==> src/rtl/pbit_x_sampler_if.sv <==
// Bundle between the p-bit X sampler and its controller: run request, probability
// bit-planes from the energy calculator, and the X result handshake.
interface pbit_x_sampler_if #(
  parameter int max_N_digit = 64
);
  localparam int XW = max_N_digit / 2;

  logic          start;
  logic [XW-1:0] x_init;
  logic [15:0]   num_iter;
  logic [6:0]    N_digit;
  logic [XW-2:0] pbit_in_0;
  logic [XW-2:0] pbit_in_1;
  logic [XW-2:0] pbit_in_2;
  logic [XW-2:0] pbit_in_3;
  logic [XW-2:0] pbit_in_4;
  logic [XW-2:0] pbit_in_5;
  logic [XW-2:0] pbit_in_6;
  logic [XW-2:0] pbit_in_7;
  logic [XW-1:0] X;
  logic          busy;
  logic          x_valid;
  logic          x_ready;
  logic [15:0]   iter_left;

  modport master (
    output start, x_init, num_iter, N_digit, x_ready,
    output pbit_in_0, pbit_in_1, pbit_in_2, pbit_in_3,
    output pbit_in_4, pbit_in_5, pbit_in_6, pbit_in_7,
    input  X, busy, x_valid, iter_left
  );

  modport slave (
    input  start, x_init, num_iter, N_digit, x_ready,
    input  pbit_in_0, pbit_in_1, pbit_in_2, pbit_in_3,
    input  pbit_in_4, pbit_in_5, pbit_in_6, pbit_in_7,
    output X, busy, x_valid, iter_left
  );
endinterface

==> src/rtl/pbit_x_sampler.sv <==
// Parallel p-bit sampler: every X bit is redrawn against an 8-bit LFSR number each
// iteration, after a settle window that lets the energy calculator follow X.
module pbit_x_sampler #(
  parameter int          max_N_digit = 64,
  parameter int          SETTLE_CYC  = 3,
  parameter logic [31:0] SEED_BASE   = 32'h1ACE_B00C
) (
  input  logic             clk,
  input  logic             rst_n,
  pbit_x_sampler_if.slave  bus
);
  localparam int XW = max_N_digit / 2;
  localparam int CW = (SETTLE_CYC > 1) ? $clog2(SETTLE_CYC) : 1;
  localparam logic [CW-1:0] CNT_LAST = CW'(SETTLE_CYC - 1);
  localparam logic [31:0]   LFSR_POLY = 32'h8020_0003;

  typedef enum logic [1:0] {IDLE, SETTLE, SAMPLE, DONE} state_e;

  state_e        state_q, state_d;
  logic [CW-1:0] cnt_q, cnt_d;
  logic [15:0]   iter_q, iter_d;
  logic [XW-1:0] x_q, x_d;
  logic [6:0]    ndig_q, ndig_d;
  logic [31:0]   lfsr_q [8];
  logic [XW-1:0] samp;

  function automatic logic [31:0] lfsr_seed(input int j);
    logic [31:0] s;
    s = SEED_BASE ^ (32'(j + 1) * 32'h9E37_79B9);
    if (s == 32'd0) s = 32'd1;
    return s;
  endfunction

  function automatic logic [31:0] lfsr_step(input logic [31:0] s);
    return (s >> 1) ^ (s[0] ? LFSR_POLY : 32'd0);
  endfunction

  // Keeps the low ceil(nd/2) bits of X.
  function automatic logic [XW-1:0] width_mask(input logic [6:0] nd);
    logic [XW-1:0] m;
    int            nb;
    nb = (int'(nd) + 1) / 2;
    for (int k = 0; k < XW; k++) m[k] = (k < nb);
    return m;
  endfunction

  function automatic logic sample_bit(input logic [7:0] w, input logic [7:0] r);
    return w[7] ? (r >= {1'b0, w[6:0]}) : (r < {1'b0, w[6:0]});
  endfunction

  assign samp[0] = 1'b1;
  for (genvar i = 0; i < XW - 1; i++) begin : g_lane
    logic [7:0] w, r;
    assign w = {bus.pbit_in_7[i], bus.pbit_in_6[i], bus.pbit_in_5[i], bus.pbit_in_4[i],
                bus.pbit_in_3[i], bus.pbit_in_2[i], bus.pbit_in_1[i], bus.pbit_in_0[i]};
    assign r = {lfsr_q[7][i], lfsr_q[6][i], lfsr_q[5][i], lfsr_q[4][i],
                lfsr_q[3][i], lfsr_q[2][i], lfsr_q[1][i], lfsr_q[0][i]};
    assign samp[i+1] = sample_bit(w, r);
  end

  always_comb begin
    state_d = state_q;
    cnt_d   = cnt_q;
    iter_d  = iter_q;
    x_d     = x_q;
    ndig_d  = ndig_q;
    case (state_q)
      IDLE: begin
        if (bus.start) begin
          state_d = SETTLE;
          cnt_d   = '0;
          iter_d  = (bus.num_iter == 16'd0) ? 16'd1 : bus.num_iter;
          x_d     = (bus.x_init & width_mask(bus.N_digit)) | XW'(1);
          ndig_d  = bus.N_digit;
        end
      end
      SETTLE: begin
        if (cnt_q == CNT_LAST) begin
          state_d = SAMPLE;
          cnt_d   = '0;
        end else begin
          cnt_d = cnt_q + CW'(1);
        end
      end
      SAMPLE: begin
        x_d     = (samp & width_mask(ndig_q)) | XW'(1);
        iter_d  = iter_q - 16'd1;
        state_d = (iter_q > 16'd1) ? SETTLE : DONE;
      end
      DONE: begin
        if (bus.x_ready) state_d = IDLE;
      end
      default: state_d = IDLE;
    endcase
  end

  // LFSRs free-run in every state so the random stream depends only on time since reset.
  always_ff @(posedge clk or negedge rst_n) begin
    if (!rst_n) begin
      state_q <= IDLE;
      cnt_q   <= '0;
      iter_q  <= '0;
      x_q     <= XW'(1);
      ndig_q  <= 7'(max_N_digit);
      for (int j = 0; j < 8; j++) lfsr_q[j] <= lfsr_seed(j);
    end else begin
      state_q <= state_d;
      cnt_q   <= cnt_d;
      iter_q  <= iter_d;
      x_q     <= x_d;
      ndig_q  <= ndig_d;
      for (int j = 0; j < 8; j++) lfsr_q[j] <= lfsr_step(lfsr_q[j]);
    end
  end

  assign bus.X         = x_q;
  assign bus.busy      = (state_q != IDLE);
  assign bus.x_valid   = (state_q == DONE);
  assign bus.iter_left = iter_q;
endmodule

==> src/flat_wrapper.sv <==
// flat-port wrapper written by rule: the top's interface ports become plain ports
module pbit_x_sampler_flat 
#(
  parameter int          max_N_digit = 64,
  parameter int          SETTLE_CYC  = 3,
  parameter logic [31:0] SEED_BASE   = 32'h1ACE_B00C
)
  (clk, rst_n, bus_start, bus_x_init, bus_num_iter, bus_N_digit, bus_x_ready, bus_pbit_in_0, bus_pbit_in_1, bus_pbit_in_2, bus_pbit_in_3, bus_pbit_in_4, bus_pbit_in_5, bus_pbit_in_6, bus_pbit_in_7, bus_X, bus_busy, bus_x_valid, bus_iter_left);
  pbit_x_sampler_if #(.max_N_digit(max_N_digit)) bus_i ();
  input  logic clk;
  input  logic rst_n;
  input wire logic [$bits(bus_i.start)-1:0] bus_start;
  input wire logic [$bits(bus_i.x_init)-1:0] bus_x_init;
  input wire logic [$bits(bus_i.num_iter)-1:0] bus_num_iter;
  input wire logic [$bits(bus_i.N_digit)-1:0] bus_N_digit;
  input wire logic [$bits(bus_i.x_ready)-1:0] bus_x_ready;
  input wire logic [$bits(bus_i.pbit_in_0)-1:0] bus_pbit_in_0;
  input wire logic [$bits(bus_i.pbit_in_1)-1:0] bus_pbit_in_1;
  input wire logic [$bits(bus_i.pbit_in_2)-1:0] bus_pbit_in_2;
  input wire logic [$bits(bus_i.pbit_in_3)-1:0] bus_pbit_in_3;
  input wire logic [$bits(bus_i.pbit_in_4)-1:0] bus_pbit_in_4;
  input wire logic [$bits(bus_i.pbit_in_5)-1:0] bus_pbit_in_5;
  input wire logic [$bits(bus_i.pbit_in_6)-1:0] bus_pbit_in_6;
  input wire logic [$bits(bus_i.pbit_in_7)-1:0] bus_pbit_in_7;
  output wire logic [$bits(bus_i.X)-1:0] bus_X;
  output wire logic [$bits(bus_i.busy)-1:0] bus_busy;
  output wire logic [$bits(bus_i.x_valid)-1:0] bus_x_valid;
  output wire logic [$bits(bus_i.iter_left)-1:0] bus_iter_left;
  assign bus_i.start = bus_start;
  assign bus_i.x_init = bus_x_init;
  assign bus_i.num_iter = bus_num_iter;
  assign bus_i.N_digit = bus_N_digit;
  assign bus_i.x_ready = bus_x_ready;
  assign bus_i.pbit_in_0 = bus_pbit_in_0;
  assign bus_i.pbit_in_1 = bus_pbit_in_1;
  assign bus_i.pbit_in_2 = bus_pbit_in_2;
  assign bus_i.pbit_in_3 = bus_pbit_in_3;
  assign bus_i.pbit_in_4 = bus_pbit_in_4;
  assign bus_i.pbit_in_5 = bus_pbit_in_5;
  assign bus_i.pbit_in_6 = bus_pbit_in_6;
  assign bus_i.pbit_in_7 = bus_pbit_in_7;
  assign bus_X = bus_i.X;
  assign bus_busy = bus_i.busy;
  assign bus_x_valid = bus_i.x_valid;
  assign bus_iter_left = bus_i.iter_left;
  pbit_x_sampler #(.max_N_digit(max_N_digit), .SETTLE_CYC(SETTLE_CYC), .SEED_BASE(SEED_BASE)) u_core (.clk(clk), .rst_n(rst_n), .bus(bus_i));
endmodule
==> config.mk <==
export PLATFORM = sky130hd
export DESIGN_NAME = pbit_x_sampler_flat
export DESIGN_NICKNAME = d
export VERILOG_FILES = /design/src/rtl/pbit_x_sampler_if.sv /design/src/rtl/pbit_x_sampler.sv /design/src/flat_wrapper.sv
export SDC_FILE = /design/constraint.sdc
export NUM_CORES = 1
export LEC_CHECK = 0
export ABC_AREA = 0
export BUFFER_PORTS_ARGS = -buffer_cell sky130_fd_sc_hd__buf_2
export CELL_PAD_IN_SITES_DETAIL_PLACEMENT = 0
export CELL_PAD_IN_SITES_GLOBAL_PLACEMENT = 1
export CORE_MARGIN = 1.5
export CORE_UTILIZATION = 35
export DETAILED_ROUTE_END_ITERATION = 7
export GPL_TIMING_DRIVEN = 0
export PLACE_DENSITY = 0.75
export SYNTH_ARGS = -nofsm -noshare
export SYNTH_HDL_FRONTEND = slang
export SYNTH_SLANG_ARGS = --single-unit
==> constraint.sdc <==
create_clock -name clk -period 4.56 [get_ports clk]
set_input_delay 0.912 -clock clk [delete_from_list [all_inputs] [get_ports clk]]
set_output_delay 0.912 -clock clk [all_outputs]
set_load 0.02 [all_outputs]
Word level (Yosys, flattened, before mapping)
Index checks and enable logic that the tools add are counted.
- output and inout port bits: 50
- bits of input ports: 307
- register bits after elaboration: 315
- word-level logic and storage cells: 226
- muxes and demuxes: 52
- reductions and logical operators: 9
- equal/unequal tests: 7
- add/sub/neg operators: 6
- magnitude comparators: 127
- bitwise operators: 12
- operators by type and width (operator ; number):
    6-bit by 32-bit less-than comparator with 1-bit output, first input constant ; 32
    5-bit by 32-bit less-than comparator with 1-bit output, first input constant ; 16
    32-bit two-way mux ; 9
    4-bit by 32-bit less-than comparator with 1-bit output, first input constant ; 8
    31-bit by 32-bit bitwise XOR with 32-bit output ; 8
    8-bit by 7-bit >= comparator with 1-bit output ; 31
    8-bit by 7-bit less-than comparator with 1-bit output ; 31
    3-bit by 32-bit less-than comparator with 1-bit output, first input constant ; 4
    32-bit by 1-bit adder with 32-bit output ; 2
    32-bit bitwise AND ; 2
    1-bit by 32-bit less-than comparator with 1-bit output, first input constant ; 2
    2-bit by 32-bit less-than comparator with 1-bit output, first input constant ; 2
    32-bit case mux with 2 select lines ; 1
    16-bit two-way mux ; 2
    16-bit case mux with 2 select lines ; 1
    1-bit two-way mux ; 31
    7-bit by 1-bit adder with 8-bit output, second input constant ; 2
    16-bit by 1-bit > comparator with 1-bit output, second input constant ; 1
    16-bit zero test ; 1
    16-bit by 1-bit subtractor with 16-bit output, second input constant ; 1
    2-bit two-way mux ; 6
    2-bit case mux with 4 select lines ; 1
    2-bit equality test, second input constant ; 3
    2-bit AND reduction ; 3
    9 further kinds ; 13

Logic depth before layout (Yosys ltp)
- depth after elaboration: 7
- depth in mapped cells: 9

Least setup slack after synthesis
No wires, ideal clock.
- kind: input to register
- start point: input bus_N_digit[0]
- end point: register u_core.x_q[1] (netlist: u_core.bus.X[1])
- buffers on the path: 2
- required time: 4434 ps
- library setup time: 126 ps
- slack: 2004 ps
- arrival: 2430 ps
- cell stages on the path: 8
- cell sequence: ha_1 -> clkbuf_8 -> nand2b_1 -> or4_4 -> and2_4 -> buf_6 -> o311ai_4 -> nand3_2
- word-level cells in the longest chain between the ends: 7
- ends and longest elaborated chain (item ; RTL line ; text):
    from (decl) ; flat_wrapper.sv:15 ; input wire logic [$bits(bus_i.N_digit)-1:0] bus_N_digit;
    7-bit by 1-bit adder with 8-bit output (*) ; pbit_x_sampler.sv:42 ; nb = (int'(nd) + 1) / 2;
    1-bit bitwise AND (no source line) ; - ;
    32-bit by 1-bit adder with 32-bit output (no source line) (*) ; - ;
    2-bit by 32-bit less-than comparator with 1-bit output (*) ; pbit_x_sampler.sv:43 ; for (int k = 0; k < XW; k++) m[k] = (k < nb);
    32-bit bitwise AND (*) ; pbit_x_sampler.sv:73 ; x_d = (bus.x_init & width_mask(bus.N_digit)) | XW'(1);
    32-bit two-way mux (*) ; pbit_x_sampler.sv:69 ; if (bus.start) begin
    32-bit case mux with 2 select lines (*) ; pbit_x_sampler.sv:67 ; case (state_q)
    to (signal assigned) ; pbit_x_sampler.sv:103 ; x_q <= XW'(1);
    to (signal assigned) ; pbit_x_sampler.sv:110 ; x_q <= x_d;
    to (decl) ; pbit_x_sampler.sv:22 ; logic [XW-1:0] x_q, x_d;
Every way passes the cells marked *; elsewhere a longest branch is shown, timed or not. The select of a mux whose other input is x is not followed.
A chain may end at the register's enable or synchronous reset.

Final worst setup path
- start point: register u_core.ndig_q[0]
- end point: register u_core.x_q[1] (netlist: u_core.bus.X[1])
- word-level cells in the longest chain between the ends: 6
- ends and longest elaborated chain (item ; RTL line ; text):
    from (decl) ; pbit_x_sampler.sv:23 ; logic [6:0] ndig_q, ndig_d;
    from (signal assigned) ; pbit_x_sampler.sv:104 ; ndig_q <= 7'(max_N_digit);
    from (signal assigned) ; pbit_x_sampler.sv:111 ; ndig_q <= ndig_d;
    7-bit by 1-bit adder with 8-bit output (*) ; pbit_x_sampler.sv:42 ;
    1-bit bitwise AND (no source line) ; - ;
    32-bit by 1-bit adder with 32-bit output (no source line) (*) ; - ;
    2-bit by 32-bit less-than comparator with 1-bit output (*) ; pbit_x_sampler.sv:43 ;
    32-bit bitwise AND (*) ; pbit_x_sampler.sv:86 ; x_d = (samp & width_mask(ndig_q)) | XW'(1);
    32-bit case mux with 2 select lines (*) ; pbit_x_sampler.sv:67 ;
Every way passes the cells marked *; elsewhere a longest branch is shown, timed or not.

==> results <==
- Of the total power, the share spent switching nets is 0.246.
- The category of the most critical setup path is reg2reg.
- For the finished layout, the period the worst path requires is roughly 2.8 ns.
- The floorplan die width is around 220 um.
- The delay of the slowest cell on the worst path is between 0.5 and 0.6 ns.
- The clock buffer count from CTS is 38.
- Clock tree synthesis found a total of about 310 sinks.
- During synthesis, Yosys emitted a total of 0 warnings.
- For the worst setup path, the data arrival time is ~3.3 ns.
- The flow ran to the end, and the final reports show no timing, DRC or antenna violations.
- From bottom edge to top edge, the die measures 225 um.
- For the pin with the worst max-slew slack, the measured transition is 0.952 ns.
- The worst hold path belongs to the class reg2reg.
- Yosys mapped the design onto 89 distinct sky130hd cell types.
- The number of gates resized after CTS was 0.
- The area growth from synthesis to layout is 22.9%.
- The power per cell area is slightly above 300 nW/um^2.
- Setup repair after global routing left no endpoint under its margin.
- The overflow left after global routing is 0.
- The share of total power dissipated in combinational logic is 0.092.
- Of all nets on the critical path, the largest fanout is 8.
- The number of antenna violations at the first check in global routing is 17.
- The clock insertion delay at the later pin of the skew report is about 0.57 ns.
- Internal power comes to just under 5 mW.
- The count of standard-cell rows is 81.
- For this run, the register share of the synthesized area comes to 0.466.
- The total iterations of the first detailed-routing run is 5.
- The buffer count from post-CTS setup fixing is 0.
- The cell with the biggest individual delay on the critical path is sky130_fd_sc_hd__or3b_1.
- The via count of the first global-routing pass is ~15000.
- The critical path crosses 8 cells after its start point.
- The worst clock skew is 0.0399 ns.
- The global-route usage over all layers is 0.229.
- Measured against its own limit, the worst slew margin works out to 0.363.
- In the finished design, the share of the clock period the worst path needs comes to 0.607.
- The starting utilization of the core area is 0.353.
- The most common cell after layout, fill and taps aside is sky130_fd_sc_hd__buf_2.
- TritonCTS built the clock tree.
- The final number of max-transition violations came to 0.
- At the worst endpoint, the required time is just over 5 ns.
- The mapped cell area is between 15000 and 20000 sq um.
- Synthesis produced a netlist with a net count of 2184.
- STA classifies the critical path startpoint as a register.
- The number of buffers on the longest clock path is 3.
- Entering global routing, the biggest net connects about 130 pins.
- Counting every instance in the synthesized netlist gives between 1500 and 2000.
- The synthesized area per cell is roughly 10 sq um.
- Of the total power, registers draw 0.435.
- The setup-violating endpoint count in the final report is 0.
- Using the TritonRoute via totals, the vias-per-cell ratio works out to between 5 and 6.
- The routed wire length per instance is roughly 21 um.
- The clock tree synthesis step divided the H-tree into 2 levels.
- The number of hold violations in the final report is 0.
- The residual antenna-violating net count after detailed routing is 0.
- The layout cell share with drive strength beyond 1 is 0.287.
- The path with the worst hold slack has its endpoint at u_core.g_lane[30].r[1].
- After synthesis the netlist holds a flip-flop and latch count of between 300 and 400.
- Counting both buffers and inverters, the worst setup path holds a total of 1.
- The setup TNS after final layout is 0 ns.
- The clock-pin slew of the registers on the worst-case setup and hold paths is ~0.07 ns.
- The portion of total power attributed to the clock network is 0.473.
- The last weighted congestion value of the routability-driven placer is 0.895.
- The total net switching power is about 1.6 mW.
- The DRC violation total after the first TritonRoute iteration is 870.
- After synthesis, the share of flip-flops with an asynchronous set or reset is 1.00.
- Input and output buffers added on the ports amount to 354.
- The maximum VDD drop is ~0.00026 V.
- Including well taps, the total number of placed cells is between 2000 and 3000.
- In this run the critical register-to-register path is captured at u_core.bus.X[1].
- For this design the static power due to leakage is 11.1 nW.
- Power comes to between 6 and 7 mW.
- The number of buffers inserted for hold repair after clock tree synthesis is 0.
- The cell sitting at the root of the clock tree is a sky130_fd_sc_hd__clkbuf_16.
- The synthesized design contains 0 enable-type register cells.
- The area of the die is 50500 sq um.
- The wire-length estimate of the detail-placed layout is 46000 um.
- For this run, the post-layout net count is around 2600.
- The wire length of the first global-routing pass is roughly 86000 um.
- Along the worst hold path, the cell count comes to 0.
- In the layout the commonest cells are sky130_fd_sc_hd__buf_2 (367), sky130_fd_sc_hd__inv_1 (258), sky130_fd_sc_hd__ha_1 (221).
- Traced cell by cell, the critical path runs through ha_1, buf_2, and3_1, xnor2_1, o21ai_1, o21ai_0, or3b_1, nand3_2.
- The non-filler instance count after layout is 2754.
- The top-level port count is approximately 360.
- The family with the most delay on the worst path is simple AND/OR/NAND/NOR gates.
- The worst reg-to-reg path cell count is 8.
- Timing would allow up to between 300 and 400 MHz.
- After detailed routing, the total wire length is between 50000 and 60000 um.
- The register-to-register setup slack is 1.79 ns.
- The area of the core is between 40000 and 50000 sq um.
- The worst setup path is captured at a register.
- The startpoint of the worst-slack reg-to-reg timing path is u_core.ndig_q[0].
- The worst hold path startpoint is u_core.lfsr_q[223].
- The count of vias placed by the detailed router is 14164.
- The tool flagged a number of max-cap violations equal to 0.
- The DRC violations left is 0.
- The commonest register cell after synthesis is sky130_fd_sc_hd__dfrtp_1.
## synth_stat cells (all sizes together), types with 6 or more instances
| cell type | count | share of area |
|---|---|---|
| a21oi | 85 | 0.025 |
| clkbuf | 18 | 0.0046 |
| inv | 258 | 0.056 |
| dfrtp | 190 | 0.28 |
| nor2 | 51 | 0.012 |
| nand2 | 90 | 0.020 |
| and2 | 9 | 0.0034 |
| nor4 | 10 | 0.0061 |
| dfstp | 124 | 0.19 |
| nand4b | 15 | 0.0076 |
| ha | 221 | 0.16 |
| nor3 | 17 | 0.0052 |
| o22ai | 11 | 0.0044 |
| nor3b | 9 | 0.0039 |
| a31oi | 26 | 0.0095 |
| a21o | 38 | 0.017 |
| nand2b | 15 | 0.0055 |
| o31ai | 11 | 0.0056 |
| and3 | 16 | 0.0058 |
| a22oi | 6 | 0.0026 |
| a32oi | 6 | 0.0031 |
| buf | 20 | 0.0069 |
| a211oi | 26 | 0.011 |
| o21a | 23 | 0.010 |
| o221ai | 6 | 0.0031 |
| o21ai | 74 | 0.022 |
| and4b | 6 | 0.0036 |
| nor2b | 33 | 0.012 |
| o211ai | 37 | 0.017 |
| nand4 | 31 | 0.011 |
| a211o | 13 | 0.0066 |
| xor2 | 27 | 0.014 |
| nand3 | 54 | 0.017 |
## state kept, by name, summed over array words and instances (netlist names)
name                  flops
u_core.lfsr_q             8
u_core.g_lane.r         248
u_core.bus.iter_left     16
u_core.state_q            2
u_core.bus.X             31
u_core.ndig_q             7
u_core.cnt_q              2
## worst register-to-register path: cells and delay by family, from the launching register on
family          cells  cell delay (ns)
compound gates      2             0.83
buf+inv             1             0.20
flops               1             0.52
xor+xnor            1             0.09
simple gates        3             0.86
fa+ha+maj           1             0.20
## worst max-delay path by stage
stage | startpoint | to | slack [ns]
2_1_floorplan | bus_N_digit[0] | u_core.bus.X[1] | 2.00
3_3_place_gp | rst_n | u_core.g_lane[27].r[1] | -3.25
3_5_place_dp | bus_pbit_in_5[1] | u_core.bus.X[2] | 1.41
4_1_cts | u_core.ndig_q[0] | u_core.bus.X[1] | 1.73
5_1_grt | u_core.ndig_q[0] | u_core.bus.X[1] | 1.61
6_report | u_core.ndig_q[0] | u_core.bus.X[1] | 1.79
## cell type report
| type | count | area, sq um |
|---|---|---|
| Buffer | 38 | 198 |
| Clock inverter | 13 | 168 |
| Sequential cell | 314 | 8010 |
| Clock buffer | 55 | 1080 |
| Inverter | 258 | 968 |
| Antenna cell | 10 | 25.0 |
| Timing Repair Buffer | 356 | 1840 |
| Tap cell | 664 | 831 |
| Multi-Input combinational cell | 1046 | 8030 |
| Fill cell | 4648 | 27600 |
## power groups by stage
stage	sequential (mW)	combinational (mW)	clock, mW
finish	2.82	0.596	3.06
global placement	2.86	0.576	0
CTS	2.82	0.603	3.14
global route	2.82	0.667	3.26
floorplan	2.88	0.241	0
detailed placement	2.86	0.598	0
## metal layers
metal,global-route usage,wire (um),vias up
met5,0,141,-
met4,0.0509,989,20
met3,0.0626,4550,91
met2,0.385,27300,421
met1,0.292,24500,6946
li1,-,-,6686
## metrics by stage
step                area, sq um  setup slack [ns]  hold WS, ns  utilization
finish                    21200              1.79        0.346        0.434
global route              21100              1.61        0.357        0.433
CTS                       21100              1.73        0.349        0.433
detailed placement        19900              1.41        0.341        0.408
global placement          19800             -3.25        0.339        0.406
floorplan                 17200              2.00        0.331            -
## kinds of logic (layout without fill, tap and decap cells)
kind of cell    count (synthesis)  count (layout)  synth area share
xor+xnor                       32              32            0.0163
compound gates                410             410             0.163
other cells                     1              11          0.000218
flops                         314             314             0.466
fa+ha+maj                     221             221             0.161
simple gates                  379             379             0.124
mux                             3               3           0.00182
buf+inv                       296             720            0.0678
Power figures use the tool's default switching activity.
